`src/rtl/mem_arbiter.sv`:
```
// mem_arbiter: shares one single-cycle-strobe memory port between two requesters.
// Requests are taken one at a time (IDLE -> ISSUE -> WAIT -> RESP -> IDLE).
// Each transaction drives the memory strobes for one cycle, waits MEM_LATENCY
// cycles, then returns a one-cycle response to the granted port.
// Optional feature macro ARB_ROUND_ROBIN_EN: when defined, simultaneous
// requests alternate between the ports via last_grant. When it is undefined,
// port 0 always wins ties.
module mem_arbiter #(
   parameter int unsigned MEM_LATENCY = 1
) (
   input  logic        clk,
   input  logic        rst_n,
   input  logic        p0_valid,
   input  logic [31:0] p0_addr,
   input  logic [31:0] p0_wdata,
   input  logic [3:0]  p0_wmask,
   output logic        p0_ready,
   output logic        p0_resp,
   input  logic        p1_valid,
   input  logic [31:0] p1_addr,
   input  logic [31:0] p1_wdata,
   input  logic [3:0]  p1_wmask,
   output logic        p1_ready,
   output logic        p1_resp,
   output logic [31:0] p_rdata,
   output logic [31:0] mem_addr,
   output logic [31:0] mem_wdata,
   output logic [3:0]  mem_wmask,
   output logic        mem_rstrb,
   input  logic [31:0] mem_rdata,
   output logic        busy
);

   localparam int unsigned CNT_W  = 4;
   localparam int unsigned ADDR_W = 32;
   localparam int unsigned DATA_W = 32;
   localparam int unsigned MASK_W = 4;

   typedef enum logic [1:0] {
      IDLE  = 2'd0,
      ISSUE = 2'd1,
      WAIT  = 2'd2,
      RESP  = 2'd3
   } state_t;

   state_t             state;
   logic [CNT_W-1:0]   cnt;
   logic [MASK_W-1:0]  lat_wmask;
   logic               grant;
`ifdef ARB_ROUND_ROBIN_EN
   logic               last_grant;
`endif

   logic               sel_c;
   logic [ADDR_W-1:0]  sel_addr_c;
   logic [DATA_W-1:0]  sel_wdata_c;
   logic [MASK_W-1:0]  sel_wmask_c;

   // Winner selection among the pending requests (only used in IDLE)
   always_comb begin
      sel_c = 1'b0;
`ifdef ARB_ROUND_ROBIN_EN
      if (p0_valid && p1_valid) begin
         sel_c = ~last_grant;
      end else begin
         sel_c = ~p0_valid;
      end
`else
      sel_c = ~p0_valid;
`endif
      sel_addr_c  = sel_c ? p1_addr  : p0_addr;
      sel_wdata_c = sel_c ? p1_wdata : p0_wdata;
      sel_wmask_c = sel_c ? p1_wmask : p0_wmask;
   end

   // Transaction sequencer with registered outputs
   always_ff @(posedge clk) begin
      if (!rst_n) begin
         state     <= IDLE;
         cnt       <= '0;
         lat_wmask <= '0;
         grant     <= 1'b0;
`ifdef ARB_ROUND_ROBIN_EN
         last_grant <= 1'b1;
`endif
         p0_ready  <= 1'b0;
         p1_ready  <= 1'b0;
         p0_resp   <= 1'b0;
         p1_resp   <= 1'b0;
         p_rdata   <= '0;
         mem_addr  <= '0;
         mem_wdata <= '0;
         mem_wmask <= '0;
         mem_rstrb <= 1'b0;
         busy      <= 1'b0;
      end else begin
         case (state)
            IDLE: begin
               if (p0_valid || p1_valid) begin
                  state     <= ISSUE;
                  grant     <= sel_c;
`ifdef ARB_ROUND_ROBIN_EN
                  last_grant <= sel_c;
`endif
                  // mem_addr/mem_wdata double as the request latch
                  mem_addr  <= sel_addr_c;
                  mem_wdata <= sel_wdata_c;
                  mem_wmask <= sel_wmask_c;
                  lat_wmask <= sel_wmask_c;
                  mem_rstrb <= (sel_wmask_c == MASK_W'(0));
                  p0_ready  <= ~sel_c;
                  p1_ready  <= sel_c;
                  busy      <= 1'b1;
               end
            end
            ISSUE: begin
               mem_wmask <= '0;
               mem_rstrb <= 1'b0;
               p0_ready  <= 1'b0;
               p1_ready  <= 1'b0;
               cnt       <= CNT_W'(MEM_LATENCY);
               state     <= WAIT;
            end
            WAIT: begin
               cnt <= cnt - CNT_W'(1);
               if (cnt == CNT_W'(1)) begin
                  p_rdata <= (lat_wmask == MASK_W'(0)) ? mem_rdata : '0;
                  p0_resp <= ~grant;
                  p1_resp <= grant;
                  state   <= RESP;
               end
            end
            RESP: begin
               p0_resp <= 1'b0;
               p1_resp <= 1'b0;
               p_rdata <= '0;
               busy    <= 1'b0;
               state   <= IDLE;
            end
            default: begin
               state <= IDLE;
            end
         endcase
      end
   end

endmodule

```
`config.mk`:
```
export PLATFORM = sky130hd
export DESIGN_NAME = mem_arbiter
export DESIGN_NICKNAME = d
export VERILOG_FILES = /design/src/rtl/mem_arbiter.sv
export SDC_FILE = /design/constraint.sdc
export NUM_CORES = 1
export LEC_CHECK = 0
export BUFFER_PORTS_ARGS = -buffer_cell sky130_fd_sc_hd__clkbuf_2
export CAP_MARGIN = 25
export CORE_ASPECT_RATIO = 1.1
export CORE_MARGIN = 3
export CORE_UTILIZATION = 30
export CTS_CLUSTER_DIAMETER = 120
export DETAILED_ROUTE_END_ITERATION = 16
export HOLD_SLACK_MARGIN = 0.05
export MAX_ROUTING_LAYER = met4
export PLACE_DENSITY_LB_ADDON = 0.3
export SYNTH_ARGS = -nofsm -noshare
export SYNTH_HDL_FRONTEND = slang
export SYNTH_SLANG_ARGS = --single-unit
```
`constraint.sdc`:
```
create_clock -name clk -period 2 [get_ports clk]
set_input_delay 0.1 -clock clk [delete_from_list [all_inputs] [get_ports clk]]
set_output_delay 0.1 -clock clk [all_outputs]
set_load 0.01 [all_outputs]
```
# Yosys cells after proc, flatten, opt, wreduce, memory -nomap -nowiden

Index checks and enable logic that the tools add are counted.

Output and inout bits: 106
ROM bits: 0
Input bits: 172
Bits in writable memories: 0
Latch bits: 0
Flip-flop bits (word level): 117
Memories kept: 0
Logic and storage cells: 60

Equality and inequality tests: 6
Add/sub/neg operators: 1
Div/mod/pow operators: 0
Reductions and logical operators: 13
Bitwise logic cells: 2
Shift operators: 0
Multipliers: 0
Muxes and demuxes: 24
Order comparisons: 0

Operators with widths:

| kind                                                                  | count |
|---|---|
| 32-bit two-way mux                                                    | 4 |
| 32-bit one-hot mux with 2 select lines                                | 1 |
| 4-bit one-hot mux with 2 select lines                                 | 2 |
| 1-bit one-hot mux with 2 select lines                                 | 6 |
| 2-bit AND reduction                                                   | 5 |
| 4-bit logical NOT                                                     | 2 |
| 4-bit two-way mux                                                     | 2 |
| 2-bit one-hot mux with 4 select lines                                 | 1 |
| 2-bit nonzero test                                                    | 4 |
| 1-bit two-way mux                                                     | 6 |
| 2-bit equality test, second input constant                            | 2 |
| 4-bit by 1-bit equality test with 1-bit output, second input constant | 1 |
| 2-bit two-way mux                                                     | 2 |
| 2-bit inequality test, second input constant                          | 2 |
| 4-bit by 1-bit subtractor with 4-bit output, second input constant    | 1 |
| 2-bit by 1-bit equality test with 1-bit output, second input constant | 1 |
| 2-bit logical NOT                                                     | 1 |
| 1-bit NOT                                                             | 2 |
| 1-bit logical OR                                                      | 1 |

# Depth between registers and ports, before layout

Depth in word-level cells: 4
Mapped depth: 7

# Worst setup path after synthesis

No wires, ideal clock.

Path kind: register to register
Start point: register state[0]
End point: register p_rdata[10]
Arrival time: 1.495 ns
Path buffers: 1
Cell stages (with the launch flop): 7
Data required time: 1.928 ns
Slack: 0.434 ns
Cell sequence: dfxtp_1 inv_1 ha_1 and4bb_2 nor2_4 buf_4 mux2i_1

Word-level cells in the longest chain between the ends: 3
Elaborated cells between the ends (all ways): 6
Those cells by class: eq/ne: 3; mux: 1; reduce/logical: 2

RTL lines:

| what                                                                         | RTL line | source |
|---|---|---|
| start, declared                                                              | 46       | `state_t state;` |
| start signal, assigned                                                       | 79       | `state <= IDLE;` |
| start signal, assigned                                                       | 100      | `state <= ISSUE;` |
| start signal, assigned                                                       | 122      | `state <= WAIT;` |
| 2-bit equality test                                                          | 97       | `case (state)` |
| 2-bit inequality test (no line) / 2-bit nonzero test (equally long branches) | --       |  |
| 2-bit AND reduction (no line)                                                | --       |  |
| end signal, assigned                                                         | 127      | `p_rdata <= (lat_wmask == MASK_W'(0)) ? mem_rdata : '0;` |
| end, declared                                                                | 25       | `output logic [31:0] p_rdata,` |

Parallel ways exist; a longest one is shown, timed or not.
A chain may end at the register's enable or synchronous reset.

# Worst setup path after layout

Start point: register state[0]
End point: register p_rdata[0]

The elaborated chain is that of the path after synthesis.

==> key figures <==
Setup path
  – CP max stage delay: 360 ps
  – Crit end category: register
  – RR Endpoint: p_rdata[0]
  – Critical Path End: p_rdata[0]
  – Critical path class: reg2reg
  – CP arrival: 2070 ps
  – Crit path cell chain: inv_1, ha_1, and4bb_2, nor2_4, buf_12, mux2i_1
  – Slowest-stage cell, CP: dfxtp_1
  – Worst Setup SP: state[0]
  – Worst R2R Setup Slack: 260 ps
  – R2R depth: 6
  – Nature of the critical path startpoint: register
  – Worst Path Required: 2330 ps
  – Crit-path max FO: 32
  – Reg-to-Reg Start: state[0]

STA
  – Max-slew violations: 0
  – Max Freq: 0.575 GHz
  – Slew of the pin with the lowest slew margin: 475 ps
  – Setup violators final: 0
  – Fin crit share: 0.870
  – Fin. Hold Viols: 0
  – Worst slew margin: 0.682
  – Final WS setup: 260 ps
  – Unrepaired setup endpoints after global routing: no
  – Skew final: 6.83 ps
  – Min Tclk post-route: 1740 ps
  – Setup TNS: 0 ps

GRT
  – Antenna violations before repair: 0
  – First-pass GRT wire length: 27.8 mm
  – All-Layer GR Usage: 0.179
  – Vias in the first global route: 5,803
  – Pin count of the biggest net entering global routing: 64
  – Met2 Use GR: 0.300
  – M1 GR Usage: 0.209
  – Total global routing overflow: 0
  – Met3 Use GR: 0.0401
  – Global route hottest layer: met2

Yosys
  – Post-Syn Nets: 720
  – Syn Area/Cell: 9.88 um2
  – Mux contribution to synthesized area: 0.189
  – Sequential share of the synthesized area: 0.438
  – Main combinational cell family by area after synthesis: multiplexers
  – Synth Register Bits: 117
  – Most frequent cell after synthesis: dfxtp_1
  – Xor/xnor share of the synthesized area: 0
  – Dominant synthesized flop cell: dfxtp_1
  – Post-synth EDFFs: 0
  – Synth top area share: 0.438
  – Synth async-reset ratio: 0
  – Post-synthesis adder-cell area fraction: 0.0164
  – Cell area after synthesis: 5350 um2
  – Post-synthesis simple-gate area fraction: 0.140
  – Yosys warnings: 0
  – Synth cell count leaders: dfxtp_1, nand2_1, mux2i_1
  – Yosys cell types: 43
  – Cells taking the most area after synthesis: dfxtp_1, mux2i_1, o211a_1
  – Compound-Gate Fraction of Synth Area: 0.166
  – Synth Instances: 541
  – Synth area leader: dfxtp_1

Power and ir drop
  – NetSw: 3280 uW
  – VDD IR-drop max: 0.551 mV
  – Pwr dens: 1090 nW/um2
  – LEAKAGE: 0.00493 uW
  – Switch share: 0.334
  – Comb pwr share: 0.354
  – Reg power frac: 0.330
  – Clock power frac: 0.315
  – Tot Pwr: 9810 uW
  – Total internal power: 6530 uW

Worst hold path
  – Worst min-delay path category: in2reg

Layout
  – Fin nets: 1,121
  – Final cell count without fillers: 1,189
  – Finished Cell Area: 8970 um2
  – Share of layout cells above drive strength 1: 0.343
  – Synth-to-layout area growth: 67.8%
  – # diodes: 0

Routing
  – Drt pass-1 iters: 7
  – Vias/cell: 4.69
  – Vias: 5,573
  – Routed WL: 17.1 mm
  – Remaining antenna violation count: 0
  – DRC errors left: 0
  – Routed len/inst: 14.4 um
  – Initial detailed-routing violation count: 230

Outcome
  – Run status: finished clean

Clocking
  – CTS tree: done
  – Clk slew on worst S/H paths: 60 ps
  – Post-CTS setup buffer count: 0
  – CTS Hold Bufs: 139
  – Maximum clock path buffer count: 2
  – Clock Tree Root: clkbuf_16
  – Clock sink count: 117
  – H-tree depth: 4
  – Inserted Clock Buffers: 17
  – Clock Latency Late Sink: 400 ps
  – Cts repair resizes: 0

Placement
  – Detailed Place HPWL: 10.5 mm
  – Placed cells: 1,018
  – Place WS: 269 ps
  – GPL Wtd Cong: 0.755
  – Port buffer count: 277
  – Placed inst area: 6980 um2

Floorplan
  – Die X: 133 um
  – Starting Density: 0.310
  – Full die area: 19,500 um2
  – Row cnt: 50
  – CORE AREA: 17,300 um2
  – Die height: 146 um
  – I/O pin total: 278

Flow run
  – Max-cap viol count: 0
-- cells in the final DEF, fill, tap and decap left out, types with 4 or more instances in the layout --
cell type,n
mux2i_1,101
nand3_1,32
buf_12,6
or3_1,5
ha_1,7
nand2_1,107
a21boi_0,4
dlygate4sd3_1,139
clkbuf_16,17
dfxtp_1,117
clkbuf_2,275
o211a_1,68
inv_1,6
o21ai_0,8
buf_4,9
-- how the worst min path moves through the flow --
stage                  start            end  slack (ps)  depth (start not counted)
2_1_floorplan   mem_rdata[0]     p_rdata[0]         250                          2
3_3_place_gp   mem_rdata[30]    p_rdata[30]         340                          3
3_5_place_dp   mem_rdata[19]    p_rdata[19]         350                          3
4_1_cts         p1_wdata[30]  mem_wdata[30]          50                          4
5_1_grt         p1_wdata[30]  mem_wdata[30]          70                          4
6_report        p1_wdata[30]  mem_wdata[30]          60                          4
-- per-layer routing --
layer | wire (um) | share of wire
met5 | 0 | 0
met4 | 385 | 0.022
met3 | 1060 | 0.062
met2 | 8400 | 0.49
met1 | 7310 | 0.43
-- cell type report --
class                   instances  area [um2]
fillers                      1540        8300
clock buffers                  20         447
inverters                       6        22.5
flip-flops and latches        117        2340
clock inverters                12         154
well taps                     234         293
multi-input cells             371        2750
repair buffers                429        2960
-- critical path, delay by kind of cell, from the launching register on --
family | cells | cell delay, ps
simple gates | 2 | 440
flops | 1 | 360
buf+inv | 2 | 330
fa+ha+maj | 1 | 290
mux | 1 | 220
-- power by group through the flow --
stage | sequential, uW | clock [uW] | combinational, uW
finish | 3240 | 3090 | 3480
global route | 3320 | 3290 | 3820
global placement | 3270 | 0 | 3210
CTS | 3240 | 3170 | 3470
floorplan | 3490 | 0 | 1760
detailed placement | 3270 | 0 | 3230
-- sequential cells by signal, summed over array words and instances (netlist names) --
register   flops
busy           1
cnt            4
grant          1
lat_wmask      4
mem_addr      32
mem_rstrb      1
mem_wdata     32
mem_wmask      4
p0_ready       1
p0_resp        1
p1_ready       1
p1_resp        1
p_rdata       32
state          2
-- kinds of logic (layout without fill, tap and decap cells) --
family,after synthesis,count (layout)
AND/OR/NAND/NOR,164,164
flip-flops,117,117
multiplexers,101,101
AO/OA/AOI/OAI,99,99
buffers and inverters,53,467
adder cells (fa/ha/maj),7,7
-- metrics by stage --
| stage | utilization | hold WS (ps) |
|---|---|---|
| finish | 0.519 | 64.3 |
| global route | 0.519 | 66.8 |
| CTS | 0.519 | 50.3 |
| detailed placement | 0.404 | 347 |
| global placement | 0.404 | 338 |
| floorplan | - | 251 |
No activity file was read; power rests on OpenSTA's default activity.
